<file path="src/rtl/btn_debounce.sv">
// Per-channel push-button / switch conditioner: input synchroniser, bounce-rejecting
// state machine with stability counter, debounced level and one-cycle press/release strobes.
module btn_debounce #(
    parameter int N               = 4,
    parameter int SYNC_STAGES     = 2,
    parameter int DEBOUNCE_CYCLES = 250000,
    parameter int CNT_W           = $clog2(DEBOUNCE_CYCLES + 1)
) (
    input  logic         clk,
    input  logic         rst,
    input  logic [N-1:0] btn_in,
    output logic [N-1:0] btn_level,
    output logic [N-1:0] btn_press,
    output logic [N-1:0] btn_release
);

    typedef enum logic [1:0] {
        ST_LOW       = 2'd0,
        ST_WAIT_HIGH = 2'd1,
        ST_HIGH      = 2'd2,
        ST_WAIT_LOW  = 2'd3
    } state_t;

    localparam logic [CNT_W-1:0] CNT_LAST = CNT_W'(DEBOUNCE_CYCLES - 1);
    localparam logic [CNT_W-1:0] CNT_ZERO = '0;
    localparam logic [CNT_W-1:0] CNT_ONE  = CNT_W'(1);

    for (genvar i = 0; i < N; i++) begin : g_ch
        logic [SYNC_STAGES-1:0] r_sync;
        logic                   w_s;
        state_t                 r_state;
        state_t                 w_state_next;
        logic [CNT_W-1:0]       r_cnt;
        logic [CNT_W-1:0]       w_cnt_next;
        logic                   w_press_next;
        logic                   w_release_next;
        logic                   w_level_next;
        logic                   r_level;
        logic                   r_press;
        logic                   r_release;

        assign w_s = r_sync[SYNC_STAGES-1];

        // Synchroniser chain; only its last flop reaches the FSM.
        always_ff @(posedge clk) begin
            if (rst) begin
                r_sync <= '0;
            end else begin
                r_sync <= {r_sync[SYNC_STAGES-2:0], btn_in[i]};
            end
        end

        // Next state, counter and strobe decode.
        always_comb begin
            w_state_next   = r_state;
            w_cnt_next     = r_cnt;
            w_press_next   = 1'b0;
            w_release_next = 1'b0;
            case (r_state)
                ST_LOW: begin
                    if (w_s) begin
                        w_state_next = ST_WAIT_HIGH;
                        w_cnt_next   = CNT_ZERO;
                    end else begin
                        w_state_next = ST_LOW;
                    end
                end
                ST_WAIT_HIGH: begin
                    if (!w_s) begin
                        w_state_next = ST_LOW;
                        w_cnt_next   = CNT_ZERO;
                    end else if (r_cnt == CNT_LAST) begin
                        w_state_next = ST_HIGH;
                        w_cnt_next   = CNT_ZERO;
                        w_press_next = 1'b1;
                    end else begin
                        w_cnt_next   = r_cnt + CNT_ONE;
                    end
                end
                ST_HIGH: begin
                    if (!w_s) begin
                        w_state_next = ST_WAIT_LOW;
                        w_cnt_next   = CNT_ZERO;
                    end else begin
                        w_state_next = ST_HIGH;
                    end
                end
                ST_WAIT_LOW: begin
                    if (w_s) begin
                        w_state_next = ST_HIGH;
                        w_cnt_next   = CNT_ZERO;
                    end else if (r_cnt == CNT_LAST) begin
                        w_state_next   = ST_LOW;
                        w_cnt_next     = CNT_ZERO;
                        w_release_next = 1'b1;
                    end else begin
                        w_cnt_next     = r_cnt + CNT_ONE;
                    end
                end
                default: begin
                    w_state_next = ST_LOW;
                    w_cnt_next   = CNT_ZERO;
                end
            endcase
        end

        // Level follows the state it is entering so both move on the same edge.
        assign w_level_next = (w_state_next == ST_HIGH) || (w_state_next == ST_WAIT_LOW);

        // State, counter and registered outputs; reset drops level without a release strobe.
        always_ff @(posedge clk) begin
            if (rst) begin
                r_state   <= ST_LOW;
                r_cnt     <= CNT_ZERO;
                r_level   <= 1'b0;
                r_press   <= 1'b0;
                r_release <= 1'b0;
            end else begin
                r_state   <= w_state_next;
                r_cnt     <= w_cnt_next;
                r_level   <= w_level_next;
                r_press   <= w_press_next;
                r_release <= w_release_next;
            end
        end

        assign btn_level[i]   = r_level;
        assign btn_press[i]   = r_press;
        assign btn_release[i] = r_release;
    end

endmodule

</file>
<file path="config.mk">
export PLATFORM = sky130hd
export DESIGN_NAME = btn_debounce
export DESIGN_NICKNAME = d
export VERILOG_FILES = /design/src/rtl/btn_debounce.sv
export SDC_FILE = /design/constraint.sdc
export NUM_CORES = 1
export LEC_CHECK = 0
export BUFFER_PORTS_ARGS = -buffer_cell sky130_fd_sc_hd__buf_2
export CORE_MARGIN = 2
export CORE_UTILIZATION = 38
export CTS_CLUSTER_SIZE = 30
export DETAILED_ROUTE_END_ITERATION = 16
export GPL_ROUTABILITY_DRIVEN = 0
export PLACE_DENSITY_LB_ADDON = 0.25
export SLEW_MARGIN = 0
export SYNTH_ARGS = -nofsm -noshare
export SYNTH_HDL_FRONTEND = slang
export SYNTH_SLANG_ARGS = --single-unit
export TNS_END_PERCENT = 50
</file>
<file path="constraint.sdc">
create_clock -name clk -period 1.61 [get_ports clk]
set_input_delay 0.4025 -clock clk [delete_from_list [all_inputs] [get_ports clk]]
set_output_delay 0.4025 -clock clk [all_outputs]
set_load 0.03 [all_outputs]
</file>
* Yosys cells after proc, flatten, opt, wreduce, memory -nomap -nowiden *
Index checks and enable logic that the tools add are counted.

storage, ports and cells
  input port bits = 6
  output and inout port bits = 12
  flip-flop bits (word level) = 100
  word-level logic and storage cells = 148

operators by class
  equality and inequality tests = 32
  bitwise gates (word level) = 12
  mux-type cells = 56
  $add $sub $neg = 4
  reductions and logical operators = 20

operator list
  kind                   count
  $mux 18                20
  $pmux 18 s4            4
  $add 18x1->18 const B  4
  $eq 18x18->1 const B   4
  $eq 2x2->1 const B     16
  $mux 2                 16
  $pmux 2 s4             4
  $reduce_or 3->1        8
  $ne 2x2->1 const B     8
  $mux 1                 12
  $not 1->1              12
  $eq 2x1->1 const B     4
  $logic_not 2->1        4
  $reduce_and 2->1       4
  $logic_or 1x1->1       4

* Longest topological paths before layout *
Gate-level depths: netlist (run 1).

  depth in word-level cells = 6
  gate-level depth with buffers = 8
  depth with buffers taken out = 6

* Worst setup path after synthesis (run 1) *
OpenSTA, ideal clock, no wires.

  kind = register to register
  from = reg g_ch[3].r_cnt[9]
  to = reg g_ch[3].r_cnt[12]
  stages on the path, launching flop included = 7
  arrival = 1.663 ns
  required time = 1.493 ns
  slack = -0.169 ns
  path through = dfxtp_1 -> or4b_1 -> nor4_2 -> a211oi_2 -> buf_6 -> buf_6 -> a22o_1

on the way
  word-level cells in the longest chain between the ends = 4

ends and longest elaborated chain
  element                                               line    text
  from (decl)                                           33      logic [CNT_W-1:0] r_cnt;
  from (signal assigned)                                120     r_cnt <= w_cnt_next;
  $add 18x1->18 / $eq 18x18->1 (equally long branches)  --
  $mux 18 *                                             72, 92
  $mux 18, on equally long branches                     89, 69
  $pmux 18 s4 *                                         59      case (r_state)

Every way passes the cells marked *; elsewhere a longest branch is shown, timed or not.
A chain may end at the register's enable or synchronous reset.

* Worst setup path in the final report (run 1) *
Ends and elaborated chain as after synthesis.

==> results of run 1 <==
[logic make-up (layout without fill, tap and decap cells)]
family | count (synthesis) | count (layout)
and+or+nand+nor | 281 | 281
DFF | 99 | 99
AOI/OAI and AO/OA | 80 | 80
buffers and inverters | 43 | 190
xor gates and xnor gates | 30 | 30
muxes | 11 | 11
adders and majority gates | 4 | 4
[worst max-delay path: stages, from the launching register on]
cell	delay [ps]
sky130_fd_sc_hd__dfxtp_2	320
sky130_fd_sc_hd__or4b_4	540
sky130_fd_sc_hd__nor4_4	230
sky130_fd_sc_hd__a211oi_4	120
sky130_fd_sc_hd__buf_6	140
sky130_fd_sc_hd__clkbuf_16	150
sky130_fd_sc_hd__a22o_1	180
[through the flow]
stage	hold WS, ps	TNS [ps]	instances	setup WS [ps]
final	277	-6540	842	-189
after global routing	280	-12990	842	-292
after floorplan	414	-2820	548	-128
after global placement	422	-5820	820	-200
after detailed placement	423	-8760	820	-287
after CTS	265	-5520	837	-200
[synth_stat cells (9+ instances only)]
| cell type | number |
|---|---|
| sky130_fd_sc_hd__nor2_1 | 55 |
| sky130_fd_sc_hd__nand3_1 | 50 |
| sky130_fd_sc_hd__a21oi_1 | 21 |
| sky130_fd_sc_hd__nand2_1 | 59 |
| sky130_fd_sc_hd__nor3_1 | 15 |
| sky130_fd_sc_hd__and3_1 | 15 |
| sky130_fd_sc_hd__buf_4 | 13 |
| sky130_fd_sc_hd__xor2_1 | 12 |
| sky130_fd_sc_hd__o21ai_0 | 16 |
| sky130_fd_sc_hd__nand4_1 | 14 |
| sky130_fd_sc_hd__nor4b_1 | 12 |
| sky130_fd_sc_hd__nor2b_1 | 9 |
| sky130_fd_sc_hd__inv_1 | 13 |
| sky130_fd_sc_hd__dfxtp_1 | 99 |
| sky130_fd_sc_hd__mux2i_1 | 11 |
| sky130_fd_sc_hd__xnor2_1 | 18 |
| sky130_fd_sc_hd__a31oi_1 | 18 |
[flip-flops by register name (all words and copies together), names as in the netlist]
signal	count
g_ch.r_release	4
g_ch.r_press	4
g_ch.r_state	8
g_ch.r_level	3
g_ch.r_sync	8
g_ch.r_cnt	72
[cell type report]
class | count | share of cell area [%]
Multi-Input combinational cell | 406 | 43.5
Sequential cell | 99 | 29.7
Timing Repair Buffer | 163 | 18.8
Clock buffer | 12 | 3.79
Tap cell | 147 | 2.72
Clock inverter | 2 | 0.888
Inverter | 13 | 0.721
[report_power, final]
part	leakage (nW)	switching, mW	total [mW]	internal (mW)
Clock	0.155	0.896	2.33	1.43
Combinational	1.57	0.108	0.179	0.0712
Sequential	0.809	0.0100	2.47	2.46
[what timing repair did]
item | 4_1_cts | 5_1_grt
pin swaps | 45 | 40
hold buffers | 0 | 0
resized for setup | 67 | 56
setup endpoints to repair | 81 | 86
cloned | 1 | 2
buffers inserted | 4 | 3
[layer usage]
layer  vias to the layer above  part of all wire [%]  GRT usage (%)
met4                         0                   1.2           3.78
met1                      2131                    45           22.5
li1                       2245                     -              -
met5                         -                     0              0
met2                        63                    50           31.6
met3                        12                   3.2           4.59
[worst paths after layout]
| path | end | slack, ps | cells past startpoint |
|---|---|---|---|
| hold / removal | g_ch[0].r_sync[0] | 280 | 2 |
| setup reg to reg | g_ch[3].r_cnt[12] | -190 | 6 |
| hold reg to reg | g_ch[3].r_sync[1] | 440 | 1 |
| setup / recovery | g_ch[3].r_cnt[12] | -190 | 6 |
==> impl_metrics.ini, run 1 <==
[final_layout]
count_of_nets_after_finishing = 702
drive_above_1_share_pct = 41.0
postLayoutCoreUtil_pct = 56.3
multi_input_comb_area_um2 = 2940
mostFrequentLayoutCells = sky130_fd_sc_hd__buf_4 (131), sky130_fd_sc_hd__dfxtp_1 (79), sky130_fd_sc_hd__nand2_1 (56), sky130_fd_sc_hd__nor2_1 (48), sky130_fd_sc_hd__nand3_1 (36)
num_antenna_cells = 0
filler_cell_count = 1050
layout_commonest_cell = sky130_fd_sc_hd__buf_4
fin_area_um2 = 6770
sequential_cell_area_um2 = 2010
area_growth_syn_to_fin_pct = 45.2

[floorplan]
fp.dieArea_um2 = 13200
die_y_um = 115
initial_standard_cell_utilization_of_the_core_pct = 38.8
top_level_ports = 18
floorplan.die.width_um = 115
floorplan.rows = 40
core_um2 = 12000

[worst_setup_path]
critPathKind = flip-flop to flip-flop
setup.worst_path.end_class = flip-flop
worst_r2r_startpoint = g_ch[3].r_cnt[9]
timing.critical_path.required_ps = 1850
timing.critical_path.fanout_max = 6
data_arrival_at_the_endpoint_of_the_critical_path_ps = 2040
cp-start-kind = flip-flop
worst_setup_sp = g_ch[3].r_cnt[9]

[placement]
detailed_place.area_um2 = 5840
dp_hpwl_mm = 8.03
io_buffers = 17

[drt]
drc = 0
drt_wl_total_mm = 11.7
first_pass_iters = 4
drt-initial-drc-count = 253
ant_nets = 0
post_drt_wl_per_cell_um = 13.9
drt-vias-per-instance = 5.29
vias = 4451

[yosys]
synth_top_area_share_pct = 42.5
netlist.top_cell.by_area = sky130_fd_sc_hd__dfxtp_1
synth-compound-area-share_pct = 10.9
yosys.area_share.adder_pct = 1.07
synthXorXnorAreaFrac_pct = 5.64
netlist_area_um2 = 4660
dominantRegCellSynth = sky130_fd_sc_hd__dfxtp_1
synth_area_per_cell_um2 = 8.50
synth_cell_types = 55
ys_async_sr_fraction_pct = 0
synth.area.top_cells = sky130_fd_sc_hd__dfxtp_1 (43%), sky130_fd_sc_hd__nand3_1 (5.4%), sky130_fd_sc_hd__nand2_1 (4.8%)
syn_nets = 558
synth.yosys.warnings = 0
synth_cells = 548
synthMuxAreaShare_pct = 2.36
synth-edff-count = 0
ys_seq_elements = 99
synth-simple-area-share_pct = 32.4
combinational_family_with_the_most_area_after_synthesis = simple AND/OR/NAND/NOR gates
synth_seq_area_share_pct = 42.5

[sta]
timing.final.crit_period_ps = 1800
report.final.hold_viol_count = 0
unrepaired_setup_endpoints_after_global_routing = true
fin_ws_ps = -189
slew_headroom_pct = 71.7
period_share_pct = 112
setup-violations-final = 73
worst_slew_pin_slew_ps = 423
slew_viol_final = 0
maxClockFrequency_mhz = 556
finClkSkew_ps = 8.32

[global_routing]
first_global_vias = 4290
grt_start_max_net_pins = 25
grt-ovfl-total = 0
global_route_wire_length_before_repair_mm = 19.5
initial_antenna_violation_count = 0
globalRouteTotalUtil_pct = 18.0

[cts]
cts_made_buffers = 9
insertion_delay_ps = 350
buffer_levels_on_the_longest_clock_path = 2
clock_tree.htree_level_count = 3
cts_root_buf = sky130_fd_sc_hd__clkbuf_16
cts_sinks = 99
clock_tree_from_tritoncts = built
path_clk_slew_ps = 60

[min_path]
timing.hold.worst.start = btn_in[0]
hold_class = primary input to flip-flop

[flow_run]
cap_violations = 0

[status]
run_status = finished with violations
failed_checks = setup timing

[power]
power.density_cell_area_nw_per_um2 = 736
vdd_drop_max_v = 0.000420
total_power_mw = 4.98
cellLeakagePower_nw = 2.53
Power figures use the tool's default switching activity.
==> inputs of run 2 (changes only) <==
--- a/config.mk
+++ b/config.mk
@@ -11,7 +11,7 @@
 export CTS_CLUSTER_SIZE = 30
 export DETAILED_ROUTE_END_ITERATION = 16
 export GPL_ROUTABILITY_DRIVEN = 0
-export PLACE_DENSITY_LB_ADDON = 0.25
+export HOLD_SLACK_MARGIN = 0.1
 export SLEW_MARGIN = 0
 export SYNTH_ARGS = -nofsm -noshare
 export SYNTH_HDL_FRONTEND = slang
==> impl_metrics.ini, run 2 (synthesis results as in run 1) <==
[final_layout]
layout_commonest_cell = sky130_fd_sc_hd__buf_4
drive_above_1_share_pct = 40.5
reg_top3 = g_ch.r_cnt (72), g_ch.r_state (8), g_ch.r_sync (8)
mostFrequentLayoutCells = sky130_fd_sc_hd__buf_4 (127), sky130_fd_sc_hd__dfxtp_1 (73), sky130_fd_sc_hd__nand2_1 (55), sky130_fd_sc_hd__nor2_1 (52), sky130_fd_sc_hd__nand3_1 (37)
num_antenna_cells = 0
largest_register_ffs = 72
area_growth_syn_to_fin_pct = 43.6
count_of_nets_after_finishing = 694
largest-register = g_ch.r_cnt
fin_area_um2 = 6690
filler_cell_count = 1070

[floorplan]
initial_standard_cell_utilization_of_the_core_pct = 38.8
floorplan.rows = 40
top_level_ports = 18
core_um2 = 12000
fp.dieArea_um2 = 13200
die_y_um = 115
floorplan.die.width_um = 115

[global_routing]
global_route_wire_length_before_repair_mm = 19.9
initial_antenna_violation_count = 0
grt-ovfl-total = 0
first_global_vias = 4275
grt_start_max_net_pins = 27
globalRouteTotalUtil_pct = 18.6

[power]
cellLeakagePower_nw = 2.53
vdd_drop_max_v = 0.000641
power.density_cell_area_nw_per_um2 = 785

[sta]
maxClockFrequency_mhz = 564
period_share_pct = 110
worst_slew_pin_slew_ps = 497
fin_ws_ps = -164
setup-violations-final = 69
timing.final.crit_period_ps = 1770
unrepaired_setup_endpoints_after_global_routing = true
slew_viol_final = 0
finClkSkew_ps = 5.26
report.final.hold_viol_count = 0
finalSetupTns_ps = -5750
slew_headroom_pct = 66.8

[worst_setup_path]
data_arrival_at_the_endpoint_of_the_critical_path_ps = 2010
timing.critical_path.cells = or4b_4 > nor4_4 > buf_4 > nand3_4 > mux2i_2 > nor2_1
worst_r2r_startpoint = g_ch[0].r_cnt[9]
timing.critical_path.fanout_max = 4
setup.worst_path.end_class = flip-flop
worst_r2r_path_depth = 6
cp-start-kind = flip-flop
timing.rr.end = g_ch[0].r_state[1]
critical-path-max-stage-delay_ps = 550
timing.critical_path.required_ps = 1840
critPathKind = flip-flop to flip-flop
reg2reg_setup_slack_ps = -160
cpMaxStageDelayCell = sky130_fd_sc_hd__or4b_4

[status]
run_status = finished with violations
failed_checks = setup timing

[cts]
path_clk_slew_ps = 70
insertion_delay_ps = 350
clock_tree.htree_level_count = 3
cts-hold-fix-buffers = 0
cts_root_buf = sky130_fd_sc_hd__clkbuf_16
cts_made_buffers = 9
clock_tree_from_tritoncts = built
buffer_levels_on_the_longest_clock_path = 2
cts_sinks = 99

[drt]
post_drt_wl_per_cell_um = 14.1
drt_wl_total_mm = 11.8
ant_nets = 0
drt-vias-per-instance = 5.23
first_pass_iters = 5
vias = 4375
drc = 0
drt-initial-drc-count = 196

[placement]
dp_hpwl_mm = 7.92
io_buffers = 17
detailed_place.area_um2 = 5830

[min_path]
hold_path_depth = 2
hold_class = primary input to flip-flop
timing.hold.worst.start = btn_in[2]
holdPathEnd = g_ch[2].r_sync[0]

[flow_run]
cap_violations = 0
==> run 2: cell types whose count changed in the layout (fill, tap and decap cells not counted), moves of 4 or more <==
| cell | previous run | this run |
|---|---|---|
| sky130_fd_sc_hd__buf_4 | 131 | 127 |
| sky130_fd_sc_hd__buf_6 | 12 | 8 |
| sky130_fd_sc_hd__nor2_1 | 48 | 52 |
| sky130_fd_sc_hd__dfxtp_1 | 79 | 73 |
| sky130_fd_sc_hd__dfxtp_2 | 20 | 26 |
==> run 2: per-stage QoR <==
stage | total power, mW | util (%) | instances | setup slack (ps) | hold slack [ps]
6_report | 5.25 | 55.7 | 836 | -164 | 267
5_1_grt | 5.43 | 55.7 | 836 | -262 | 256
4_1_cts | 5.29 | 53.8 | 835 | -166 | 256
3_5_place_dp | 2.68 | 48.5 | 816 | -269 | 427
3_3_place_gp | 2.68 | 48.5 | 816 | -201 | 423
2_1_floorplan | 2.61 | - | 548 | -128 | 414
==> run 2: worst max-delay path by stage <==
stage                                     to  slack (ps)             start  depth (start not counted)
after floorplan             g_ch[3].r_cnt[9]        -130  g_ch[3].r_cnt[9]                          6
after global placement     g_ch[0].r_cnt[16]        -200  g_ch[0].r_cnt[9]                          6
after detailed placement   g_ch[0].r_cnt[17]        -270  g_ch[0].r_cnt[9]                          6
after CTS                  g_ch[3].r_cnt[10]        -170  g_ch[3].r_cnt[0]                          7
after global routing       g_ch[3].r_cnt[11]        -260  g_ch[3].r_cnt[0]                          7
final                     g_ch[0].r_state[1]        -160  g_ch[0].r_cnt[9]                          6
==> run 2: metal layers <==
metal  track usage [%]  share of wire (%)  vias up
met5                 0                  0        -
met3              4.90                2.5        8
li1                  -                  -     2232
met1              23.7                 46     2092
met2              32.1                 51       43
met4              3.69               0.79        0
==> run 2: final cells by class <==
class / count / area, um2 / share of cell area (%)
multi-input combinational: 406 / 2900 / 43.3
sequential: 99 / 2010 / 30.1
timing repair buffer: 155 / 1190 / 17.8
clock buffer: 11 / 233 / 3.48
tap: 147 / 184 / 2.75
clock inverter: 5 / 125 / 1.87
inverter: 13 / 48.8 / 0.729
==> run 2: where the power goes <==
group	switching, mW	internal, mW	leakage (nW)	total [mW]
logic	0.109	0.0688	1.54	0.177
clock network	0.931	1.67	0.174	2.61
registers	0.00886	2.46	0.812	2.47
==> run 2: critical path: cells and delay by family (launching register included) <==
kind                   cells  cell delay, ps
and+or+nand+nor            4             950
buffers and inverters      1             180
DFF                        1             320
muxes                      1             210
==> run 2: repair_timing <==
| item | in CTS | in global routing |
|---|---|---|
| pin swaps | 45 | 25 |
| setup endpoints to repair | 81 | 86 |
| resized for setup | 61 | 56 |
| hold endpoints to repair | 0 | 0 |
| buffers inserted | 4 | 0 |
| gates cloned | 1 | 1 |
==> inputs of run 3 (changes only) <==
==> constraint.sdc (replaced) <==
create_clock -name clk -period 1.61 [get_ports clk]
set_input_delay 0.0805 -clock clk [delete_from_list [all_inputs] [get_ports clk]]
set_output_delay 0.0805 -clock clk [all_outputs]
set_load 0.03 [all_outputs]
==> impl_metrics.ini, run 3 (synthesis results as in run 1) <==
[worst_setup_path]
timing.rr.end = g_ch[2].r_cnt[7]
cp-start-kind = flip-flop
timing.critical_path.required_ps = 1850
worst_r2r_path_depth = 6
setup.worst_path.end_class = flip-flop
data_arrival_at_the_endpoint_of_the_critical_path_ps = 2050
reg2reg_setup_slack_ps = -200
critical-path-max-stage-delay_ps = 550
cpMaxStageDelayCell = sky130_fd_sc_hd__or4bb_4
timing.critical_path.fanout_max = 6
worst_r2r_startpoint = g_ch[2].r_cnt[9]
timing.critical_path.cells = or4bb_4 > nor3_4 > a21oi_2 > o21ai_2 > clkbuf_16 > nor2_1
critPathKind = flip-flop to flip-flop

[floorplan]
core_um2 = 12000
initial_standard_cell_utilization_of_the_core_pct = 38.8
top_level_ports = 18
die_y_um = 115
fp.dieArea_um2 = 13200
floorplan.die.width_um = 115
floorplan.rows = 40

[final_layout]
drive_above_1_share_pct = 40.8
largest-register = g_ch.r_cnt
finalNonFillerCells = 841
largest_register_ffs = 72
fin_area_um2 = 6710
count_of_nets_after_finishing = 700
reg_top3 = g_ch.r_cnt (72), g_ch.r_state (8), g_ch.r_sync (8)
area_growth_syn_to_fin_pct = 43.9
num_antenna_cells = 0
mostFrequentLayoutCells = sky130_fd_sc_hd__buf_4 (130), sky130_fd_sc_hd__dfxtp_1 (76), sky130_fd_sc_hd__nand2_1 (56), sky130_fd_sc_hd__nor2_1 (44), sky130_fd_sc_hd__nand3_1 (37)
layout_commonest_cell = sky130_fd_sc_hd__buf_4

[global_routing]
global_route.usage.met1_pct = 22.3
grt_busiest_layer = met2
global_route_wire_length_before_repair_mm = 19.2
first_global_vias = 4276
initial_antenna_violation_count = 0
grt_start_max_net_pins = 42
groute.layer.met3.usage_pct = 4.38
grt-ovfl-total = 0
global_route.usage.met2_pct = 30.7
globalRouteTotalUtil_pct = 18.0

[cts]
cts_root_buf = sky130_fd_sc_hd__clkbuf_16
clock_tree_from_tritoncts = built
path_clk_slew_ps = 70
insertion_delay_ps = 350
clock_tree.htree_level_count = 3
cts_made_buffers = 9
buffer_levels_on_the_longest_clock_path = 2
cts_sinks = 99

[placement]
dp_hpwl_mm = 7.69
numPlacedInstances = 812
detailed_place.area_um2 = 5780
io_buffers = 17

[flow_run]
cap_violations = 0

[sta]
fin_ws_ps = -198
slew_headroom_pct = 68.4
timing.final.crit_period_ps = 1810
worst_slew_pin_slew_ps = 473
finClkSkew_ps = 8.45
setup-violations-final = 75
slew_viol_final = 0
finalSetupTns_ps = -7930
maxClockFrequency_mhz = 553
unrepaired_setup_endpoints_after_global_routing = true
period_share_pct = 112
report.final.hold_viol_count = 0

[power]
cellLeakagePower_nw = 2.52
total_power_mw = 5.09
power_switching_share_pct = 20.6
cell_internal_pwr_mw = 4.04
p_clk_share_pct = 47.7
power.density_cell_area_nw_per_um2 = 759
combPwrFrac_pct = 3.8
switchingPower_mw = 1.05
seq_power_share_pct = 48.5
vdd_drop_max_v = 0.000587

[min_path]
timing.hold.worst.start = rst
hold_class = primary input to flip-flop
hold_path_depth = 3
holdPathEnd = g_ch[1].r_cnt[1]

[drt]
drt-vias-per-instance = 5.31
post_drt_wl_per_cell_um = 14.2
ant_nets = 0
first_pass_iters = 5
vias = 4465
drt-initial-drc-count = 220
drt_wl_total_mm = 11.9
drc = 0

[status]
run_status = finished with violations
failed_checks = setup timing
==> run 3: changes by cell type in the layout (fill, tap and decap cells not counted), sizes merged <==
cell	change
buf	+1
bufinv	-1
dlygate4sd3	+4
clkbuf	-1
clkinv	+2
==> run 3: layer usage <==
layer,wire length [um],up-vias
li1,-,2249
met1,5400,2135
met2,6030,69
met3,346,12
met4,156,0
met5,0,-
==> run 3: power by group through the flow <==
stage	Clock, mW	Sequential [mW]	Combinational, mW
after floorplan	0	2.52	0.0845
after global placement	0	2.52	0.154
after detailed placement	0	2.52	0.155
after CTS	2.50	2.47	0.171
after global routing	2.58	2.47	0.205
final	2.43	2.47	0.191
==> run 3: metrics by stage <==
| step | utilization (%) | setup slack, ps | hold slack (ps) |
|---|---|---|---|
| after floorplan | - | -128 | 209 |
| after global placement | 48.1 | -209 | 294 |
| after detailed placement | 48.1 | -263 | 297 |
| after CTS | 54.0 | -149 | 201 |
| after global routing | 55.8 | -277 | 213 |
| final | 55.8 | -198 | 212 |
==> run 3: worst max-delay path by stage <==
stage	from	to
after floorplan	g_ch[3].r_cnt[9]	g_ch[3].r_cnt[9]
after global placement	g_ch[0].r_cnt[9]	g_ch[0].r_cnt[16]
after detailed placement	g_ch[0].r_cnt[9]	g_ch[0].r_cnt[16]
after CTS	g_ch[0].r_cnt[9]	g_ch[0].r_state[1]
after global routing	g_ch[2].r_cnt[9]	g_ch[2].r_cnt[13]
final	g_ch[2].r_cnt[9]	g_ch[2].r_cnt[7]
==> run 3: layout make-up <==
class	instances	area (um2)
fill	1035	5310
sequential	99	2010
clock inverter	6	105
timing repair buffer	161	1240
tap	147	184
inverter	13	48.8
multi-input combinational	406	2890
clock buffer	9	225
==> run 3: worst max-delay path, delay by kind of cell, from the launching register on <==
family / cells / cell delay (ps)
buffers and inverters: 1 / 210
AO/OA/AOI/OAI: 2 / 350
AND/OR/NAND/NOR: 3 / 820
flip-flops: 1 / 330
==> run 3: what timing repair did <==
item / 4_1_cts / 5_1_grt
hold buffers: 4 / 0
endpoints found under the setup margin: 81 / 86
gates resized for setup: 67 / 52
gates cloned: 1 / 2
hold endpoints to repair: 4 / 0
pin swaps: 36 / 20
buffers inserted: 6 / 3
